===== src/rtl/rv_instr_encoder.sv =====
// rv_instr_encoder: packs decoded RV32I field bundles (R/I/S/B/U/J) into
// 32-bit machine words and writes them sequentially into instruction memory.
// Optional feature macro: ENC_RANGE_CHECK_EN -- when defined, out-of-range
// immediates make a bundle illegal; otherwise immediates are bit-sliced.
module rv_instr_encoder #(
  parameter int ADDR_W = 10
) (
  input  logic                clk,
  input  logic                rst,
  input  logic                start,
  input  logic [ADDR_W-1:0]   base_addr,
  input  logic                in_valid,
  output logic                in_ready,
  input  logic [2:0]          in_fmt,
  input  logic [6:0]          in_opcode,
  input  logic [2:0]          in_funct3,
  input  logic [6:0]          in_funct7,
  input  logic [4:0]          in_rd,
  input  logic [4:0]          in_rs1,
  input  logic [4:0]          in_rs2,
  input  logic signed [31:0]  in_imm,
  output logic                mem_we,
  output logic [ADDR_W-1:0]   mem_addr,
  output logic [31:0]         mem_wdata,
  output logic                full,
  output logic                err,
  output logic [ADDR_W:0]     count
);

  localparam logic [2:0] FMT_R = 3'd0;
  localparam logic [2:0] FMT_I = 3'd1;
  localparam logic [2:0] FMT_S = 3'd2;
  localparam logic [2:0] FMT_B = 3'd3;
  localparam logic [2:0] FMT_U = 3'd4;
  localparam logic [2:0] FMT_J = 3'd5;

  localparam logic [ADDR_W-1:0] LAST_ADDR = '1;

  logic [ADDR_W-1:0] wp;
  logic [31:0]       word;
  logic              legal;
  logic              range_ok;
  logic              accept;

  // Bit placement of each RV32I format; fields a format does not use are ignored.
  function automatic logic [31:0] encode(
    input logic [2:0]         fmt,
    input logic [6:0]         op,
    input logic [2:0]         f3,
    input logic [6:0]         f7,
    input logic [4:0]         rd,
    input logic [4:0]         rs1,
    input logic [4:0]         rs2,
    input logic signed [31:0] imm
  );
    logic [31:0] w;
    case (fmt)
      FMT_R:   w = {f7, rs2, rs1, f3, rd, op};
      FMT_I:   w = {imm[11:0], rs1, f3, rd, op};
      FMT_S:   w = {imm[11:5], rs2, rs1, f3, imm[4:0], op};
      FMT_B:   w = {imm[12], imm[10:5], rs2, rs1, f3, imm[4:1], imm[11], op};
      FMT_U:   w = {imm[31:12], rd, op};
      FMT_J:   w = {imm[20], imm[10:1], imm[11], imm[19:12], rd, op};
      default: w = 32'h0;
    endcase
    return w;
  endfunction

`ifdef ENC_RANGE_CHECK_EN
  // Immediate must be representable in the format's field without loss.
  function automatic logic imm_fits(
    input logic [2:0]         fmt,
    input logic signed [31:0] imm
  );
    logic ok;
    case (fmt)
      FMT_R:        ok = 1'b1;
      FMT_I, FMT_S: ok = (imm >= -32'sd2048) && (imm <= 32'sd2047);
      FMT_B:        ok = (imm >= -32'sd4096) && (imm <= 32'sd4094) && !imm[0];
      FMT_J:        ok = (imm >= -32'sd1048576) && (imm <= 32'sd1048574) && !imm[0];
      FMT_U:        ok = (imm[11:0] == 12'h000);
      default:      ok = 1'b0;
    endcase
    return ok;
  endfunction
`endif

  assign in_ready = !full && !start;
  assign accept   = in_valid && in_ready;

  // Encode the offered bundle and decide whether it may be written.
  always_comb begin
    word = encode(in_fmt, in_opcode, in_funct3, in_funct7, in_rd, in_rs1, in_rs2, in_imm);
`ifdef ENC_RANGE_CHECK_EN
    range_ok = imm_fits(in_fmt, in_imm);
`else
    range_ok = 1'b1;
`endif
    legal = (in_fmt <= FMT_J) && range_ok;
  end

  // Write pointer, status flags and the registered memory write port.
  always_ff @(posedge clk) begin
    if (rst) begin
      mem_we    <= 1'b0;
      mem_addr  <= '0;
      mem_wdata <= '0;
      wp        <= '0;
      full      <= 1'b0;
      err       <= 1'b0;
      count     <= '0;
    end else begin
      mem_we <= 1'b0;
      if (start) begin
        wp    <= base_addr;
        full  <= 1'b0;
        err   <= 1'b0;
        count <= '0;
      end else if (accept) begin
        if (legal) begin
          mem_we    <= 1'b1;
          mem_addr  <= wp;
          mem_wdata <= word;
          count     <= count + (ADDR_W+1)'(1);
          // The pointer parks on the last word instead of wrapping.
          if (wp == LAST_ADDR) full <= 1'b1;
          else                 wp   <= wp + ADDR_W'(1);
        end else begin
          err <= 1'b1;
        end
      end
    end
  end

endmodule


===== config.mk =====
export PLATFORM = sky130hd
export DESIGN_NAME = rv_instr_encoder
export DESIGN_NICKNAME = d
export VERILOG_FILES = /design/src/rtl/rv_instr_encoder.sv
export SDC_FILE = /design/constraint.sdc
export NUM_CORES = 1
export LEC_CHECK = 0
export CAP_MARGIN = 20
export CELL_PAD_IN_SITES_DETAIL_PLACEMENT = 2
export CELL_PAD_IN_SITES_GLOBAL_PLACEMENT = 2
export CORE_ASPECT_RATIO = 1.2
export CORE_MARGIN = 2
export CORE_UTILIZATION = 21
export DETAILED_ROUTE_END_ITERATION = 8
export PLACE_DENSITY = 0.76
export SYNTH_ARGS = -nofsm -noshare
export SYNTH_HDL_FRONTEND = slang
export SYNTH_SLANG_ARGS = --single-unit
export TNS_END_PERCENT = 5

===== constraint.sdc =====
create_clock -name clk -period 1.7 [get_ports clk]
set_input_delay 0.34 -clock clk [delete_from_list [all_inputs] [get_ports clk]]
set_output_delay 0.34 -clock clk [all_outputs]
set_load 0.005 [all_outputs]

# Word level (Yosys, flattened, before mapping)
# Index checks and enable logic that the tools add are counted.
[op_classes]
n_eq_ne = 7
reduce_logical = 14
n_mux = 6
n_bitwise = 3
add_sub_neg = 2
n_lt_le_gt_ge = 1
[ops]
columns = ["operator", "n"]
rows = [
  ["32-bit one-hot mux with 6 select lines", 1],
  ["10-bit 2-to-1 mux", 4],
  ["11-bit by 1-bit adder with 11-bit output (second input constant)", 1],
  ["10-bit by 1-bit adder with 10-bit output (second input constant)", 1],
  ["10-bit equality test (second input constant)", 1],
  ["3-bit AND reduction", 3],
  ["3-bit by 2-bit equality test with 1-bit output (second input constant)", 2],
  ["3-bit equality test (second input constant)", 2],
  ["2-bit AND reduction", 2],
  ["2-bit nonzero test", 2],
  ["3-bit by 1-bit equality test with 1-bit output (second input constant)", 1],
  ["3-bit <= comparator (second input constant)", 1],
  ["3-bit logical NOT", 1],
  ["1-bit NOT", 3],
  ["3-bit OR reduction", 1],
  ["1-bit logical AND", 2],
  ["1-bit logical NOT", 2],
  ["2-bit != test (second input constant)", 1],
  ["2-bit OR reduction", 1],
  ["1-bit 2-to-1 mux", 1],
]
[word_totals]
register_bits = 66

# Depth between registers and ports, before layout
[depth]
depth_word = 5
depth_mapped = 7
depth_no_buf = 5

# Least setup slack after synthesis
# No wires, ideal clock.
[synth_path]
kind = "flip-flop to flip-flop"
from = "register wp[0]"
to = "register wp[7]"
synth_period_minus_slack_ns = 1.726
arrival_time_ns = 1.623
required_ns = 1.597
setup_slack_ns = -0.026
path_stages_with_launch = 7
cell_sequence = "dfxtp_1 -> ha_1 -> nand2_1 -> or3_1 -> clkbuf_1 -> and4_1 -> a2111oi_2"
[synth_via]
elab_chain_len = 5
elab_cells_between_ends = 8
classes_between = "add/sub: 1; eq/ne: 2; mux: 4; reduce/logical: 1"
[synth_rtl]
columns = ["item", "line", "text"]
rows = [
  ["start: declaration", "39", "logic [ADDR_W-1:0] wp;"],
  ["start signal: assignment", "115", "wp <= base_addr;"],
  ["start signal: assignment", "127", "else wp <= wp + ADDR_W'(1);"],
  ["10-bit by 1-bit adder with 10-bit output", "127", ""],
  ["10-bit 2-to-1 mux", "126", "if (wp == LAST_ADDR) full <= 1'b1;"],
  ["10-bit 2-to-1 mux", "120", "if (legal) begin"],
  ["10-bit 2-to-1 mux", "119", "end else if (accept) begin"],
  ["10-bit 2-to-1 mux", "114", "if (start) begin"],
]
# Parallel ways exist; a longest one is shown, timed or not. The select of a mux whose other input is x is not followed.
# A chain may end at the register's enable or synchronous reset.

# Final worst setup path
[layout_path]
from = "register count[4]"
to = "output port count[4]"
[layout_rtl]
columns = ["item", "line", "text"]
rows = [
  ["start: declaration", "27", "output logic [ADDR_W:0] count"],
  ["start signal: assignment", "124", "count <= count + (ADDR_W+1)'(1);"],
]
# No word-level cell between the ends.

==> run metrics <==
Die H 137.9 um; Max Slew Vio Count 0; Final period util between 90% and 100%; fin util 37.58%; main combinational cell family by area after synthesis simple AND/OR/NAND/NOR gates; commonest non-fill, non-tap cell in the layout clkdlybuf4s50_1; area delta synth->final 73.39%; DRT Pass-1 Iters 4; YS warnings 0; switching part of the total power 25.49%; share of cells above drive strength 1 16.82%; Pint 0.003210 W; endpoint class of the critical path primary output; max_cap viols 0; endpoints failing hold 0; required time worst endpoint about 1400 ps; Synth Net Count 466; Post-Synth XOR/XNOR Area 0.8377%; WP buf/inv 1; gr usage total 17.28%; RSZ-0062 raised after global routing true; die width 115.6 um; Crit Path Class flop to primary output; Residual DRC 0; CP arrival 1320 ps; min-delay worst type flop to flop; Cells after DPL ~740; CTS tree built; clock share of power 43.3%; RePlAce Congestion between 0.7 and 0.8; critical path's slowest cell clkdlybuf4s50_1; I/O Buffers approximately 140; vias 3654; pwr/cell area roughly 800 mW/mm^2; final setup fails 0; sequential-to-total area share from yosys stat 42.12%; largest net degree at the start of global routing 22; mux cell area share after synthesis 3.550%; post-synthesis simple-gate area fraction 26.01%; Core Area around 0.014 mm^2; EDFF count, synth 0; routed len/inst roughly 18 um; Syn Std Cell Area around 0.0031 mm^2; setup_tns 0 ps; Antenna Cells 0; area share of fa/ha/maj cells after synthesis 0.7978%; status complete, no violations; Worst Tran Pin Value 560.1 ps; via/cell ratio about 4.8; first-pass GRT wire length between 20000 and 25000 um; Post-synth top flop dfxtp_1; Max IR drop VDD around 0.33 mV; most frequent cells in the layout clkdlybuf4s50_1 (131), dfxtp_1 (62), nand2_1 (48), buf_4 (44), nor2_1 (40); Flop pwr share approximately two fifths; cts bufs inserted 9; fmax 0.6035 GHz; I/O pins 138; H-tree depth 3; asr flop ratio synth 0%; initial antenna violation count 0; Distinct cells, synth 50; DRT iter0 DRCs 65; Skew-Pair Late Insertion Delay 330 ps; leak pwr 1.994 nW; Compound-Gate Fraction of Synth Area 21.42%; dpl ws -566.9 ps; critical path peak fanout 7; Initial Util 21.67%; startpoint types flop; Mapped Avg Cell Area 8.190 um^2; Comb power frac about 18%; Critical Path, Cell by Cell clkdlybuf4s50_1; Final min period roughly 1700 ps; CTS root buf clkbuf_16; cells after synthesis around 380; flops & latches, synth 66; vias in the first global route 4140; CTS clock-pin slew for the worst setup and hold paths ~60 ps; slew margin rel. 62.62%; skew final roughly 8.6 ps; Sink Count between 60 and 70; fin cells roughly 760; fin worst setup slack 43.08 ps; global route overflow 0; hold slack 456.8 ps; Largest stage delay, worst path roughly 550 ps; ANT nets after route 0; Nets 637; die area 0.01593 mm^2; switching pwr approximately 0.0011 W; delay-heaviest family, CP buffers and inverters; Rows 48; dpl hpwl 10130 um; final WL 13410 um; Clock Tree Buf Depth 2
[layout make-up]
type | instances | area [um^2]
fill | 1605 | 9035
inverter | 9 | 33.78
tap | 200 | 250.2
clock buffer | 12 | 236.5
sequential | 66 | 1326
timing repair buffer | 189 | 1836
clock inverter | 4 | 52.55
multi-input combinational | 279 | 1704
[synthesized netlist by cell type (2+ instances only)]
| cell | number | area share [%] |
|---|---|---|
| a22oi_1 | 4 | 0.96 |
| mux2i_1 | 10 | 3.2 |
| or2_2 | 6 | 1.2 |
| nor3_1 | 21 | 3.4 |
| xnor2_1 | 2 | 0.56 |
| a221oi_1 | 19 | 5.3 |
| or4_1 | 2 | 0.48 |
| a311oi_1 | 9 | 2.5 |
| buf_2 | 9 | 1.4 |
| nor4_1 | 3 | 0.60 |
| nand3_1 | 9 | 1.4 |
| a2111oi_0 | 2 | 0.56 |
| nand2_1 | 50 | 6.0 |
| or3_1 | 8 | 1.6 |
| and4_1 | 4 | 1.1 |
| inv_1 | 8 | 0.96 |
| a31oi_1 | 2 | 0.40 |
| nand4_1 | 3 | 0.60 |
| a211oi_1 | 3 | 0.72 |
| o31ai_1 | 2 | 0.48 |
| ha_1 | 2 | 0.80 |
| a21oi_1 | 33 | 5.3 |
| nor2_1 | 41 | 4.9 |
| nor2b_1 | 8 | 1.6 |
| and2_1 | 2 | 0.40 |
| o31a_1 | 2 | 0.56 |
| o21ai_0 | 14 | 2.2 |
| dfxtp_1 | 66 | 42 |
| clkbuf_1 | 18 | 2.2 |
[what timing repair did]
item,4_1_cts,5_1_grt
hold endpoints to repair,0,0
buffers inserted,1,0
cloned,1,0
resized for setup,13,11
pin swaps,2,1
hold buffers,0,0
setup endpoints to repair,59,26
[state kept, by name (all words and copies together), names as in the netlist]
register	flops
mem_wdata	32
count	11
mem_addr	10
wp	10
err	1
full	1
mem_we	1
[power by group through the flow]
stage          Sequential, W  Combinational (W)  Clock (W)
2_1_floorplan        0.00170           0.000267          0
3_3_place_gp         0.00169           0.000733          0
3_5_place_dp         0.00170           0.000762          0
4_1_cts              0.00167           0.000784    0.00192
5_1_grt              0.00167           0.000851    0.00197
6_report             0.00167           0.000778    0.00186
[metrics by stage]
step | cell area (um^2) | total power (W)
after floorplan | 3142 | 0.001967
after global placement | 5041 | 0.002427
after detailed placement | 5041 | 0.002459
after CTS | 5396 | 0.004365
after global routing | 5439 | 0.004499
final | 5439 | 0.004308
[cell families (layout without fill, tap and decap cells)]
logic type,after synthesis,in the layout
adders and majority gates,2,2
buffers and inverters,38,214
and+or+nand+nor,165,165
AOI/OAI and AO/OA,98,98
DFF,66,66
xor gates and xnor gates,3,3
muxes,11,11
[final timing paths]
path             endpoint          from  cells past startpoint  slack (ps)
max              count[4]      count[4]                      1          40
min          mem_wdata[3]  mem_wdata[3]                      2         460
max reg2reg         wp[7]         wp[0]                      5          40
min reg2reg  mem_wdata[3]  mem_wdata[3]                      2         460
[per-layer routing]
| metal | global-route usage [%] | vias up | wire (um) |
|---|---|---|---|
| met5 | 0 | - | 0 |
| met4 | 7.095 | 0 | 326 |
| met3 | 4.458 | 22 | 865 |
| met2 | 31.64 | 118 | 6918 |
| met1 | 18.75 | 1774 | 5297 |
| li1 | - | 1740 | - |
Power figures use the tool's default switching activity.
